$ cat src/rtl/uart_pkg.sv
// Shared types and sampling constants for the oversampled UART receiver.
package uart_pkg;

  typedef enum logic [2:0] {
    IDLE,
    START,
    DATA,
    STOP,
    BREAK
  } rx_state_e;

  localparam logic [3:0] SAMPLE_A  = 4'd7;
  localparam logic [3:0] SAMPLE_B  = 4'd8;
  localparam logic [3:0] SAMPLE_C  = 4'd9;
  localparam logic [3:0] SC_LAST   = 4'd15;
  localparam int         DATA_BITS = 8;

  function automatic logic majority3(input logic a, input logic b, input logic c);
    return (a & b) | (a & c) | (b & c);
  endfunction

endpackage

$ cat src/rtl/uart_rx_byte_fifo.sv
// First-word-fall-through byte FIFO; rdata reads as zero while empty.
module uart_rx_byte_fifo
  import uart_pkg::*;
#(
  parameter int FIFO_DEPTH = 4
) (
  input  logic       clk,
  input  logic       reset,
  input  logic       push,
  input  logic       pop,
  input  logic [7:0] wdata,
  output logic [7:0] rdata,
  output logic       empty,
  output logic       full
);

  localparam int PTR_W = $clog2(FIFO_DEPTH);
  localparam int CNT_W = PTR_W + 1;

  logic [7:0]       mem_q [FIFO_DEPTH];
  logic [7:0]       mem_d [FIFO_DEPTH];
  logic [PTR_W-1:0] wr_ptr_q, wr_ptr_d;
  logic [PTR_W-1:0] rd_ptr_q, rd_ptr_d;
  logic [CNT_W-1:0] count_q, count_d;
  logic             do_push;
  logic             do_pop;

  assign empty = (count_q == '0);
  assign full  = (count_q == CNT_W'(FIFO_DEPTH));
  assign rdata = empty ? 8'h00 : mem_q[rd_ptr_q];

  // A pop frees the head slot in the same cycle, so a push into a full FIFO is
  // accepted when it coincides with a pop.
  always_comb begin
    do_pop   = pop && !empty;
    do_push  = push && (!full || do_pop);
    mem_d    = mem_q;
    wr_ptr_d = wr_ptr_q;
    rd_ptr_d = rd_ptr_q;
    count_d  = count_q;
    if (do_push) begin
      mem_d[wr_ptr_q] = wdata;
      wr_ptr_d        = wr_ptr_q + PTR_W'(1);
    end
    if (do_pop) begin
      rd_ptr_d = rd_ptr_q + PTR_W'(1);
    end
    if (do_push && !do_pop) begin
      count_d = count_q + CNT_W'(1);
    end else if (!do_push && do_pop) begin
      count_d = count_q - CNT_W'(1);
    end
  end

  always_ff @(posedge clk or negedge reset) begin
    if (!reset) begin
      wr_ptr_q <= '0;
      rd_ptr_q <= '0;
      count_q  <= '0;
    end else begin
      wr_ptr_q <= wr_ptr_d;
      rd_ptr_q <= rd_ptr_d;
      count_q  <= count_d;
    end
  end

  always_ff @(posedge clk) begin
    mem_q <= mem_d;
  end

endmodule

$ cat src/rtl/uart_rx_oversampled.sv
// 16x-oversampled 8N1 receiver with majority-vote sampling, glitch rejection,
// sticky framing/overrun flags and a small FWFT byte FIFO towards the CPU.
module uart_rx_oversampled
  import uart_pkg::*;
#(
  parameter int FIFO_DEPTH  = 4,
  parameter int SYNC_STAGES = 2
) (
  input  logic       clk,
  input  logic       reset,
  input  logic       baudclk16,
  input  logic       rx,
  output logic [7:0] rx_data,
  output logic       rx_ready,
  input  logic       rx_read,
  input  logic       err_clr,
  output logic       frame_err,
  output logic       overrun
);

  logic [SYNC_STAGES-1:0] sync_q, sync_d;
  logic                   rx_s;

  rx_state_e  state_q, state_d;
  logic [3:0] sc_q, sc_d;
  logic [2:0] bc_q, bc_d;
  logic [7:0] sh_q, sh_d;
  logic       samp_a_q, samp_a_d;
  logic       samp_b_q, samp_b_d;
  logic       rx_read_q, rx_read_d;
  logic       err_clr_q, err_clr_d;
  logic       frame_err_q, frame_err_d;
  logic       overrun_q, overrun_d;

  logic       maj;
  logic       push_req;
  logic       frame_set;
  logic       rd_edge;
  logic       clr_edge;
  logic       pop_eff;
  logic       fifo_push;
  logic       fifo_empty;
  logic       fifo_full;
  logic [7:0] fifo_rdata;

  assign sync_d = {sync_q[SYNC_STAGES-2:0], rx};
  assign rx_s   = sync_q[SYNC_STAGES-1];
  assign maj    = majority3(samp_a_q, samp_b_q, rx_s);

  // Frame FSM: everything advances only on baud ticks. The third sample is
  // taken live at the decision tick rather than being stored.
  always_comb begin
    state_d   = state_q;
    sc_d      = sc_q;
    bc_d      = bc_q;
    sh_d      = sh_q;
    samp_a_d  = samp_a_q;
    samp_b_d  = samp_b_q;
    push_req  = 1'b0;
    frame_set = 1'b0;
    if (baudclk16) begin
      if (state_q == START || state_q == DATA || state_q == STOP) begin
        sc_d = sc_q + 4'd1;
        if (sc_q == SAMPLE_A) samp_a_d = rx_s;
        if (sc_q == SAMPLE_B) samp_b_d = rx_s;
      end
      case (state_q)
        IDLE: begin
          if (!rx_s) begin
            state_d = START;
            sc_d    = 4'd0;
          end
        end
        START: begin
          if (sc_q == SAMPLE_C && maj) begin
            state_d = IDLE;
          end else if (sc_q == SC_LAST) begin
            state_d = DATA;
            bc_d    = 3'd0;
          end
        end
        DATA: begin
          if (sc_q == SAMPLE_C) begin
            sh_d = {maj, sh_q[7:1]};
          end
          if (sc_q == SC_LAST) begin
            if (bc_q == 3'(DATA_BITS - 1)) begin
              state_d = STOP;
            end else begin
              bc_d = bc_q + 3'd1;
            end
          end
        end
        STOP: begin
          if (sc_q == SAMPLE_C) begin
            if (maj) begin
              push_req = 1'b1;
              state_d  = IDLE;
            end else begin
              frame_set = 1'b1;
              state_d   = BREAK;
            end
          end
        end
        BREAK: begin
          if (rx_s) state_d = IDLE;
        end
        default: state_d = IDLE;
      endcase
    end
  end

  // CPU handshake: level inputs are turned into single-cycle edges. A
  // coincident set beats the clear so no error event is ever lost.
  always_comb begin
    rx_read_d   = rx_read;
    err_clr_d   = err_clr;
    rd_edge     = rx_read && !rx_read_q;
    clr_edge    = err_clr && !err_clr_q;
    pop_eff     = rd_edge && !fifo_empty;
    fifo_push   = push_req && (!fifo_full || pop_eff);
    frame_err_d = frame_set || (frame_err_q && !clr_edge);
    overrun_d   = (push_req && fifo_full && !pop_eff) || (overrun_q && !clr_edge);
  end

  always_ff @(posedge clk or negedge reset) begin
    if (!reset) begin
      sync_q      <= '1;
      state_q     <= IDLE;
      sc_q        <= 4'd0;
      bc_q        <= 3'd0;
      sh_q        <= 8'h00;
      samp_a_q    <= 1'b1;
      samp_b_q    <= 1'b1;
      rx_read_q   <= 1'b0;
      err_clr_q   <= 1'b0;
      frame_err_q <= 1'b0;
      overrun_q   <= 1'b0;
    end else begin
      sync_q      <= sync_d;
      state_q     <= state_d;
      sc_q        <= sc_d;
      bc_q        <= bc_d;
      sh_q        <= sh_d;
      samp_a_q    <= samp_a_d;
      samp_b_q    <= samp_b_d;
      rx_read_q   <= rx_read_d;
      err_clr_q   <= err_clr_d;
      frame_err_q <= frame_err_d;
      overrun_q   <= overrun_d;
    end
  end

  uart_rx_byte_fifo #(
    .FIFO_DEPTH(FIFO_DEPTH)
  ) u_fifo (
    .clk  (clk),
    .reset(reset),
    .push (fifo_push),
    .pop  (pop_eff),
    .wdata(sh_q),
    .rdata(fifo_rdata),
    .empty(fifo_empty),
    .full (fifo_full)
  );

  assign rx_data   = fifo_rdata;
  assign rx_ready  = !fifo_empty;
  assign frame_err = frame_err_q;
  assign overrun   = overrun_q;

endmodule
$ cat config.mk
export PLATFORM = sky130hd
export DESIGN_NAME = uart_rx_oversampled
export DESIGN_NICKNAME = d
export VERILOG_FILES = /design/src/rtl/uart_pkg.sv /design/src/rtl/uart_rx_byte_fifo.sv /design/src/rtl/uart_rx_oversampled.sv
export SDC_FILE = /design/constraint.sdc
export NUM_CORES = 1
export LEC_CHECK = 0
export ABC_AREA = 1
export CAP_MARGIN = 0
export CORE_UTILIZATION = 30
export CTS_BUF_LIST = sky130_fd_sc_hd__clkbuf_2
export DETAILED_ROUTE_END_ITERATION = 6
export PLACE_DENSITY = 0.54
export RECOVER_POWER = 25
export SYNTH_ARGS = -nofsm -noshare
export SYNTH_HDL_FRONTEND = slang
export SYNTH_SLANG_ARGS = --single-unit
$ cat constraint.sdc
create_clock -name clk -period 6.8 [get_ports clk]
set_input_delay 1.36 -clock clk [delete_from_list [all_inputs] [get_ports clk]]
set_output_delay 1.36 -clock clk [all_outputs]
set_load 0.005 [all_outputs]
==> flow_metrics.env <==
export IMPL_outcome="complete, no violations"
export IMPL_cts_setup_buffers=0
export IMPL_gp_congestion=0.796
export IMPL_synth_area_leaders="edfxtp_1 33%, dfrtp_1 25%, nor2_1 6.4%"
export IMPL_start_util=0.314
export IMPL_rsz0062_at_grt="no"
export IMPL_rows=35
export IMPL_tightest_slew_ns=0.742
export IMPL_layout_nets=332
export IMPL_start_kind="flip-flop"
export IMPL_mostFrequentLayoutCells="50 x nor2_1, 47 x nand2_1, 32 x edfxtp_1, 29 x dfrtp_1, 27 x inv_1"
export IMPL_syn_area_um2=2930
export IMPL_cp_end_kind="output port"
export IMPL_yosys_area_top_type="edfxtp_1"
export IMPL_worst_setup_path_type="reg -> out"
export IMPL_numCtsBuffers=9
export IMPL_maxSlewViolCount=0
export IMPL_clockBufferDepth=2
export IMPL_coreArea_um2=9330
export IMPL_pwr_density_cell_nw_per_um2=356
export IMPL_antenna_left=0
export IMPL_die_h_um=101
export IMPL_total_power_mw=1.18
export IMPL_die_width_um=101
export IMPL_hold_viol=0
export IMPL_fmaxAchievable_mhz=273
export IMPL_firstDrtPassIters=4
export IMPL_yosys_cell_types_count=27
export IMPL_drt_iter0_drc=129
export IMPL_clock_root_buffer="clkbuf_2"
export IMPL_drive_gt1_frac=0.122
export IMPL_finalCritPeriodShare=0.539
export IMPL_setup_violations=0
export IMPL_drv_cap=0
export IMPL_wl_per_cell_um=11.6
export IMPL_p_leak_nw=1.37
export IMPL_fillerInstances=938
export IMPL_cts_resized=0
export IMPL_synth_warnings=0
export IMPL_cts_tree="done"
export IMPL_post_dp_cell_area_um2=3210
export IMPL_netlist_instances=293
export IMPL_slew_headroom=0.505
export IMPL_ios=17
export IMPL_viasPerCell=4.25
export IMPL_synth_edff_count=32
export IMPL_fin_skew_ns=0.0223
export IMPL_area_growth_pct=12.9
export IMPL_period_needed_ns=3.67
export IMPL_async_flop_share=0.508
export IMPL_synth_nets=310
export IMPL_yosysTopAreaCellShare=0.328
export IMPL_grt_pass1_wl_um=9070
export IMPL_yosysSeqAreaShare=0.612
export IMPL_clkLatencyLatePin_ns=0.50
export IMPL_final_area_um2=3300
export IMPL_drc_errors=0
export IMPL_ys_seq_elements=65
export IMPL_postSynthAreaPerCell_um2=9.98
export IMPL_final_setup_tns_ns=0
export IMPL_grt_max_degree=34
export IMPL_clk_pin_slew_worst_paths_ns=0.20
export IMPL_hp_class="reg -> reg"
export IMPL_dp_hpwl_um=3590
export IMPL_wl_um=5200
export IMPL_arrival_ns=2.31
export IMPL_cp_max_fo=18
export IMPL_grt_usage=0.118
export IMPL_crit_required_ns=5.44
export IMPL_antenna_found_initial=0
export IMPL_final_common_cell="nor2_1"
export IMPL_dieArea_um2=10100
export IMPL_port_buffers=16
export IMPL_ys_dominant_reg_cell="edfxtp_1"
export IMPL_vdd_drop_max_mv=0.147
export IMPL_cts_hold_fix_buffers=0
export IMPL_cts_max_level=3
export IMPL_via_count=1910
export IMPL_cts_sinks=65
export IMPL_grt_pass1_vias=1906
export IMPL_antenna_cells=0
export IMPL_overflow=0
cells by family (layout without fill, tap and decap cells):
family / count (synthesis) / count (layout) / synth area share
simple gates: 125 / 125 / 0.183
xor+xnor: 3 / 3 / 0.00898
buf+inv: 37 / 64 / 0.0513
compound gates: 51 / 51 / 0.0911
flops: 65 / 65 / 0.612
mux: 1 / 1 / 0.00385
fa+ha+maj: 11 / 11 / 0.0496
layer usage:
metal / vias to the layer above / track usage / routed length [um]
met3: 7 / 0.0361 / 162
met2: 23 / 0.184 / 2300
li1: 1018 / - / -
met1: 862 / 0.151 / 2660
met5: - / 0 / 0
met4: 0 / 0.0502 / 82
sequential cells by signal (all words and copies together) (netlist names):
name	count
bc_q	3
err_clr_q	1
frame_err	1
overrun	1
rx_read_q	1
samp_a_q	1
samp_b_q	1
sc_q	4
sh_q	8
state_q	3
sync_q	2
u_fifo.count_q	3
u_fifo.mem_q	32
u_fifo.rd_ptr_q	2
u_fifo.wr_ptr_q	2
final timing paths:
path | start | to | slack [ns] | cells after the start
max | u_fifo.rd_ptr_q[0] | rx_data[6] | 3.13 | 4
min | sync_q[0] | sync_q[1] | 0.37 | 0
max reg2reg | sc_q[1] | u_fifo.count_q[2] | 4.33 | 14
min reg2reg | sync_q[0] | sync_q[1] | 0.37 | 0
max in group asynchronous | reset | state_q[0] | 5.42 | 1
min in group asynchronous | reset | u_fifo.wr_ptr_q[1] | 0.90 | 1
layout make-up:
| cell class | instances | area, um^2 | share of cell area |
|---|---|---|---|
| clock buffers | 9 | 45.0 | 0.0136 |
| well taps | 129 | 161 | 0.0489 |
| inverters | 32 | 120 | 0.0364 |
| multi-input cells | 191 | 983 | 0.298 |
| flip-flops and latches | 65 | 1790 | 0.542 |
| repair buffers | 16 | 155 | 0.0470 |
| clock inverters | 7 | 46.3 | 0.0140 |
power breakdown:
part	internal, mW	switching, mW
clock network	0.0473	0.149
logic	0.182	0.219
registers	0.491	0.0875
total	0.720	0.455
cell usage after synthesis, types with 3 or more instances:
| cell | count |
|---|---|
| buf_2 | 3 |
| inv_1 | 27 |
| inv_2 | 5 |
| ha_1 | 10 |
| nor2_2 | 4 |
| dfrtp_1 | 29 |
| nand3_1 | 12 |
| o21ai_0 | 26 |
| a21oi_1 | 13 |
| nor2_1 | 50 |
| nand2_1 | 47 |
| edfxtp_1 | 32 |
| dfstp_2 | 4 |
| nand4_1 | 5 |
| o21ai_1 | 9 |
| a21oi_2 | 3 |
stage by stage:
step | util | hold slack [ns] | worst slack (ns) | cells
floorplan | - | 0.345 | 3.89 | 293
global placement | 0.344 | 0.346 | 3.19 | 433
detailed placement | 0.344 | 0.347 | 3.17 | 433
CTS | 0.354 | 0.370 | 3.08 | 449
global route | 0.354 | 0.372 | 2.90 | 449
finish | 0.354 | 0.368 | 3.13 | 449
critical path: stages, from the launching register on:
cell             delay (ns)
dfrtp_1                0.77
inv_2                  0.25
o21ai_0                0.22
a21oi_1                0.10
clkdlybuf4s50_1        0.46
No activity file was read; power rests on OpenSTA's default activity.
